==> config.mk <==
export PLATFORM = sky130hd
export DESIGN_NAME = concat_pack_sequencer
export DESIGN_NICKNAME = d
export VERILOG_FILES = /design/src/rtl/concat_pack_sequencer.sv
export SDC_FILE = /design/constraint.sdc
export NUM_CORES = 1
export LEC_CHECK = 0
export BUFFER_PORTS_ARGS = -buffer_cell sky130_fd_sc_hd__buf_2
export CAP_MARGIN = 0
export CORE_ASPECT_RATIO = 1.4
export CORE_UTILIZATION = 30
export CTS_BUF_LIST = sky130_fd_sc_hd__clkbuf_8
export CTS_CLUSTER_DIAMETER = 50
export DETAILED_ROUTE_END_ITERATION = 8
export PLACE_DENSITY = 0.6
export SYNTH_ARGS = -nofsm -noshare
export SYNTH_HDL_FRONTEND = slang
export SYNTH_SLANG_ARGS = --single-unit
==> constraint.sdc <==
create_clock -name clk -period 2.1 [get_ports clk]
set_input_delay 0.42 -clock clk [delete_from_list [all_inputs] [get_ports clk]]
set_output_delay 0.42 -clock clk [all_outputs]
set_load 0.01 [all_outputs]
==> src/rtl/concat_pack_sequencer.sv <==
// Streaming element-to-word sequencer with PACK / SPLAT / PAIR modes and flush of partial PACK words.
// Optional statistics counters are enabled with the CONCAT_SEQ_STATS_EN macro.
module concat_pack_sequencer #(
  parameter int DATA_W = 8,
  parameter int LANES  = 4,
  localparam int OUT_W = DATA_W * LANES,
  localparam int CW    = $clog2(LANES + 1)
) (
  input  logic              clk,
  input  logic              rst,
  input  logic [1:0]        mode,
  input  logic              flush,
  input  logic              in_valid,
  input  logic [DATA_W-1:0] in_data,
  output logic              in_ready,
  output logic              out_valid,
  output logic [OUT_W-1:0]  out_data,
  input  logic              out_ready,
  output logic [CW-1:0]     out_count
`ifdef CONCAT_SEQ_STATS_EN
  ,
  output logic [15:0]       word_cnt,
  output logic [7:0]        flush_cnt
`endif
);

  localparam logic [1:0] MODE_PACK  = 2'b00;
  localparam logic [1:0] MODE_SPLAT = 2'b01;
  localparam logic [1:0] MODE_PAIR  = 2'b10;

  typedef enum logic [1:0] {IDLE, COLLECT, EMIT} state_t;

  state_t             state_reg;
  logic [1:0]         mode_reg;
  logic [CW-1:0]      count_reg;
  logic [OUT_W-1:0]   pack_reg;
  logic [OUT_W-1:0]   pack_next;
  logic [OUT_W-1:0]   splat_word;
  logic [OUT_W-1:0]   pair_word;
  logic               in_ready_reg;
  logic               out_valid_reg;
  logic [OUT_W-1:0]   out_data_reg;
  logic [CW-1:0]      out_count_reg;
  logic               accept;
  logic [1:0]         mode_eff;
  logic [CW-1:0]      count_inc;
  logic               pack_full;
  logic               pair_full;
  logic               flush_take;

  assign accept    = in_valid && in_ready_reg;
  assign mode_eff  = (mode == 2'b11) ? MODE_PACK : mode;
  assign count_inc = count_reg + 1'b1;
  assign pack_full = (state_reg == COLLECT) && accept && (mode_reg == MODE_PACK)
                     && (count_inc == CW'(LANES));
  assign pair_full = (state_reg == COLLECT) && accept && (mode_reg == MODE_PAIR)
                     && (count_inc == CW'(2));
  // A flush that coincides with the final element just yields the normal full word.
  assign flush_take = (state_reg == COLLECT) && (mode_reg == MODE_PACK) && flush && !pack_full;

  always_comb begin
    pack_next = (state_reg == IDLE) ? '0 : pack_reg;
    for (int i = 0; i < LANES; i++) begin
      if (accept && count_reg == CW'(i))
        pack_next[OUT_W-1-i*DATA_W -: DATA_W] = in_data;
    end
  end

  // First element lands in the MSB lane; PAIR puts e0 above e1 in every pair.
  for (genvar gi = 0; gi < LANES; gi++) begin : g_splat
    assign splat_word[gi*DATA_W +: DATA_W] = in_data;
  end
  for (genvar gi = 0; gi < LANES / 2; gi++) begin : g_pair
    assign pair_word[(2*gi+1)*DATA_W +: DATA_W] = pack_reg[OUT_W-1 -: DATA_W];
    assign pair_word[(2*gi)*DATA_W +: DATA_W]   = in_data;
  end

  always_ff @(posedge clk) begin
    if (rst) begin
      state_reg     <= IDLE;
      mode_reg      <= MODE_PACK;
      count_reg     <= '0;
      pack_reg      <= '0;
      in_ready_reg  <= 1'b0;
      out_valid_reg <= 1'b0;
      out_data_reg  <= '0;
      out_count_reg <= '0;
    end else begin
      case (state_reg)
        IDLE: begin
          in_ready_reg <= 1'b1;
          if (accept) begin
            mode_reg  <= mode_eff;
            count_reg <= CW'(1);
            pack_reg  <= pack_next;
            if (mode_eff == MODE_SPLAT) begin
              out_data_reg  <= splat_word;
              out_count_reg <= CW'(LANES);
              out_valid_reg <= 1'b1;
              in_ready_reg  <= 1'b0;
              state_reg     <= EMIT;
            end else begin
              state_reg <= COLLECT;
            end
          end
        end
        COLLECT: begin
          if (accept) begin
            count_reg <= count_inc;
            pack_reg  <= pack_next;
          end
          if (pair_full || pack_full || flush_take) begin
            out_data_reg  <= pair_full ? pair_word : pack_next;
            out_count_reg <= (pair_full || pack_full) ? CW'(LANES)
                             : (accept ? count_inc : count_reg);
            out_valid_reg <= 1'b1;
            in_ready_reg  <= 1'b0;
            state_reg     <= EMIT;
          end
        end
        EMIT: begin
          if (out_ready) begin
            out_valid_reg <= 1'b0;
            in_ready_reg  <= 1'b1;
            count_reg     <= '0;
            pack_reg      <= '0;
            state_reg     <= IDLE;
          end
        end
        default: state_reg <= IDLE;
      endcase
    end
  end

  assign in_ready  = in_ready_reg;
  assign out_valid = out_valid_reg;
  assign out_data  = out_data_reg;
  assign out_count = out_count_reg;

`ifdef CONCAT_SEQ_STATS_EN
  logic [15:0] word_cnt_reg;
  logic [7:0]  flush_cnt_reg;

  always_ff @(posedge clk) begin
    if (rst) begin
      word_cnt_reg  <= '0;
      flush_cnt_reg <= '0;
    end else begin
      if (out_valid_reg && out_ready)
        word_cnt_reg <= word_cnt_reg + 16'd1;
      if (flush_take && flush_cnt_reg != 8'hFF)
        flush_cnt_reg <= flush_cnt_reg + 8'd1;
    end
  end

  assign word_cnt  = word_cnt_reg;
  assign flush_cnt = flush_cnt_reg;
`endif

endmodule

==> results.txt <==
The tool flagged a number of max-cap violations equal to 0. Among the stages of the critical path, the cell type that occurs most often is sky130_fd_sc_hd__ha_4. The peak supply drop came out at 0.000590 V. The global-route total usage across every layer came out at 17.8%. STA classifies the critical path startpoint as a register. Counting flops and latches in the post-synthesis netlist gives 76. The net count reported at finish came out at roughly 590. The post-detailed-route via-to-cell ratio is 5.38.

The number of buffers on the longest clock path is 2. In the final layout, the multi-input gates occupy 0.00245 mm2. The pre-antenna-repair detailed-routing pass consisted of 5 iterations. The total area inside the core boundary comes to 0.0130 mm2.

Cell internal power was estimated by the tool at between 3 and 4 mW. The area added between synthesis and finish is 26.6%. The worst hold path begins at mode[1].

0 antenna diodes ended up in the layout. For hold timing, the worst endpoint is mode_reg[1]$_SDFFE_PP0P_. Across all layers, the routed design uses 4,012 vias. Across the routed clock network, the largest skew measured is ~5.9 ps.

Counting flops with a built-in enable in the synthesized netlist gives 0. The depth of the worst register-to-register path is 9. The clock-pin transition on the worst setup and hold timing paths came out at roughly 80 ps. The critical path data arrival time is 2430 ps.

The path class of the tightest hold or removal check is input port to register. The initial utilization of the core area, before any placement, comes to 31.2%. The count of nets left with antenna violations once routing finished came out at 0. Buffers placed on the I/O ports in this run total 51. Routability-driven placement finished with a final weighted congestion of 0.832. In the synthesized netlist, the number of instances is 508. The switching fraction of total power is roughly 43%. The global-route wire length before repair came out at 19.6 mm. In the finished design, the share of the clock period the worst path needs comes to 103%. In the final layout, flip-flops and latches occupy 0.00153 mm2. Hold repair after CTS inserted 0 buffers. The average detailed-routed wire length per instance is 16.4 um. The wire length reported by the detailed router is approximately 12 mm. The number of failing hold endpoints at the final stage came to 0. The highest net fanout along the worst path is 7. The proportion of layout cells with a drive suffix above 1 is 25.0%.

The total power came out at 5.94 mW. The summed instance area of the synthesized netlist is 0.00405 mm2. The number of clock sinks is 76. The die boundary height is 140 um. For this run, the leading register cell type out of synthesis is sky130_fd_sc_hd__dfxtp_1. For this run, the number of Yosys warnings is 0. The sequential share of power came out at 30.5%.

The final worst setup slack came out at -56.1 ps. STA classifies the critical path endpoint as a register. The pin count of the biggest net entering global routing is 76. In this design, the stage delay of the slowest critical-path cell is 500 ps. After global routing the overflow that remains totals 0. The initial antenna violation count is 0. The worst path required time came out at 2380 ps.

Setup repair after global routing could not meet its margin everywhere. The worst flop-to-flop path startpoint is count_reg[0]$_SDFFE_PP0P_. The average instance area after synthesis came out at 7.98 um2. The flow ran to the end, but the final reports show violations. The floorplan step set the die width to between 100 and 150 um.

The share of the core filled with cells in the final layout came out at 39.5%. The logic gate share of total power is 49.7%. The sequential cell area fraction in the yosys report came out at 37.5%. The tree is rooted in a sky130_fd_sc_hd__clkbuf_8. The worst setup path is of the register to register kind. The count of boundary I/O pins is between 50 and 60.

In this run, distinct cell masters in the synthesized netlist total 50. The critical path goes through ha_4 > ha_4 > or4b_4 > nand2_4 > o2111a_2 > buf_12 > buf_8 > nor3_1 > a311oi_1. The number of pins exceeding their max-slew limit in the final report came out at 0.

The maximum level of the CTS H-tree is 3. The worst register-to-register path has a setup slack of -60 ps. The DRC violation count after routing is 0. The number of core rows came out at 49.

The die footprint came out at 0.0140 mm2. The number of global-route vias before repair came out at 3,829. The relative slew slack is a little under three fifths. The leakage power total is 2.03 nW.

On the critical path, the stage with the largest delay is an instance of sky130_fd_sc_hd__or4b_4. The synthesized net count came out at between 500 and 600. The number of filler cells placed in the layout came out at 1,337.

In this run the critical register-to-register path is captured at out_data[22]$_SDFFE_PP0P_. The upper clock frequency limit is approximately 460 MHz. The time the final worst path needs with I/O delays and setup is 2160 ps.

The final setup violation count came out at 9. The number of DRC markers in iteration 0 is 248. The TritonCTS clock tree is done. The estimated wirelength of the detail-placed design is 8.50 mm. Counting instances, the worst hold path has a depth of 3. The clock reaches the later pin of the worst-skew pair after 370 ps. The measured slew at the worst slew-check pin is approximately 650 ps. The final reports fail on negative setup slack.

For this design the ratio of total power to cell area is roughly 1200 mW/mm2. The proportion of synthesized flip-flops having asynchronous set or reset came out at 0%. The power spent charging and discharging nets came out at 2.55 mW.

The share of total power dissipated in the clock network is 19.8%. The clock buffer count from CTS came out at 9.
==> logic make-up after synthesis <==
group	share of synthesized area, %
mux	4.72
simple gates	25.9
flops	37.5
buf+inv	5.93
compound gates	22.6
fa+ha+maj	3.40
==> worst max path at each step <==
stage / from / end
CTS: count_reg[0]$_SDFFE_PP0P_ / out_count[2]$_SDFFE_PP0P_
global placement: count_reg[0]$_SDFFE_PP0P_ / out_data[21]$_SDFFE_PP0P_
floorplan: count_reg[0]$_SDFFE_PP0P_ / out_count[2]$_SDFFE_PP0P_
global route: count_reg[0]$_SDFFE_PP0P_ / out_data[21]$_SDFFE_PP0P_
finish: count_reg[0]$_SDFFE_PP0P_ / out_data[22]$_SDFFE_PP0P_
detailed placement: count_reg[0]$_SDFFE_PP0P_ / out_data[17]$_SDFFE_PP0P_
==> cell usage after synthesis (2+ instances only) <==
cell type | number | area share (%)
sky130_fd_sc_hd__buf_1 | 2 | 0.19
sky130_fd_sc_hd__o22ai_1 | 3 | 0.46
sky130_fd_sc_hd__a21o_1 | 2 | 0.37
sky130_fd_sc_hd__o21ai_0 | 29 | 3.6
sky130_fd_sc_hd__buf_2 | 6 | 0.74
sky130_fd_sc_hd__and3_1 | 2 | 0.31
sky130_fd_sc_hd__a311oi_1 | 9 | 1.9
sky130_fd_sc_hd__o211ai_1 | 2 | 0.37
sky130_fd_sc_hd__nor2b_1 | 27 | 4.2
sky130_fd_sc_hd__nand3_1 | 13 | 1.6
sky130_fd_sc_hd__nand4b_1 | 4 | 0.86
sky130_fd_sc_hd__buf_6 | 2 | 0.56
sky130_fd_sc_hd__nor3_1 | 41 | 5.1
sky130_fd_sc_hd__a41oi_1 | 8 | 1.7
sky130_fd_sc_hd__nand2b_1 | 2 | 0.31
sky130_fd_sc_hd__buf_4 | 3 | 0.56
sky130_fd_sc_hd__a211oi_1 | 3 | 0.56
sky130_fd_sc_hd__inv_1 | 6 | 0.56
sky130_fd_sc_hd__clkbuf_1 | 30 | 2.8
sky130_fd_sc_hd__mux2i_1 | 18 | 4.4
sky130_fd_sc_hd__a31oi_1 | 8 | 1.2
sky130_fd_sc_hd__ha_1 | 11 | 3.4
sky130_fd_sc_hd__dfxtp_1 | 76 | 38
sky130_fd_sc_hd__nand2_1 | 15 | 1.4
sky130_fd_sc_hd__and4_1 | 9 | 1.9
sky130_fd_sc_hd__o31ai_1 | 8 | 1.5
sky130_fd_sc_hd__a22oi_1 | 11 | 2.0
sky130_fd_sc_hd__nor2_1 | 75 | 6.9
sky130_fd_sc_hd__a21oi_1 | 54 | 6.7
sky130_fd_sc_hd__nand4_1 | 9 | 1.4
==> cell usage in the layout, fill, tap and decap left out, types with 14 or more instances in the layout <==
cell                       n
sky130_fd_sc_hd__nor2_1   74
sky130_fd_sc_hd__dfxtp_1  74
sky130_fd_sc_hd__buf_2    51
sky130_fd_sc_hd__a21oi_1  49
sky130_fd_sc_hd__nor3_1   31
sky130_fd_sc_hd__nor2b_1  27
sky130_fd_sc_hd__o21ai_0  25
sky130_fd_sc_hd__buf_4    23
sky130_fd_sc_hd__mux2i_1  18
sky130_fd_sc_hd__nand2_1  14
==> power groups by stage <==
stage / clock (mW) / sequential [mW] / combinational (mW)
after floorplan: 0 / 1.90 / 1.69
after CTS: 1.19 / 1.81 / 2.80
after global placement: 0 / 1.83 / 2.72
after detailed placement: 0 / 1.84 / 2.76
final: 1.17 / 1.81 / 2.95
after global routing: 1.25 / 1.84 / 3.21
==> cell type report <==
cell class,instances,share of cell area (%)
clock inverters,5,0.999
flip-flops and latches,76,29.7
well taps,178,4.34
inverters,8,0.585
repair buffers,88,13.7
multi-input cells,380,47.7
clock buffers,11,2.95
==> timing repair <==
action,CTS,global route
endpoints found under the setup margin,37,65
buffers inserted,0,1
gates cloned,0,2
endpoints found under the hold margin,0,0
pin swaps,10,15
resized for setup,10,24
==> per-layer routing <==
layer  part of all wire (%)  routed length [um]  track usage, %  vias up
met2                     50                6150            29.6      164
met3                    5.0                 616            2.96       27
met4                    3.4                 422            9.46        0
met1                     41                5080            21.8     1859
met5                      0                   0               0        -
li1                       -                   -               -     1962
==> worst max-delay path: cells and delay by family (launching register included) <==
kind | cells | cell delay (ps)
simple gates | 3 | 650
fa+ha+maj | 2 | 350
flops | 1 | 350
buf+inv | 2 | 270
compound gates | 2 | 430
==> metrics by stage <==
stage / hold WS, ps / TNS (ps) / worst slack (ps) / std cells / area, um2
floorplan: 447 / -724 / -45.1 / 508 / 4100
global placement: 456 / -1730 / -113 / 727 / 4730
detailed placement: 466 / -2960 / -202 / 727 / 4730
CTS: 345 / -547 / -50.0 / 743 / 4970
global route: 346 / -1710 / -109 / 746 / 5130
finish: 346 / -243 / -56.1 / 746 / 5130
No activity file was read; power rests on OpenSTA's default activity.
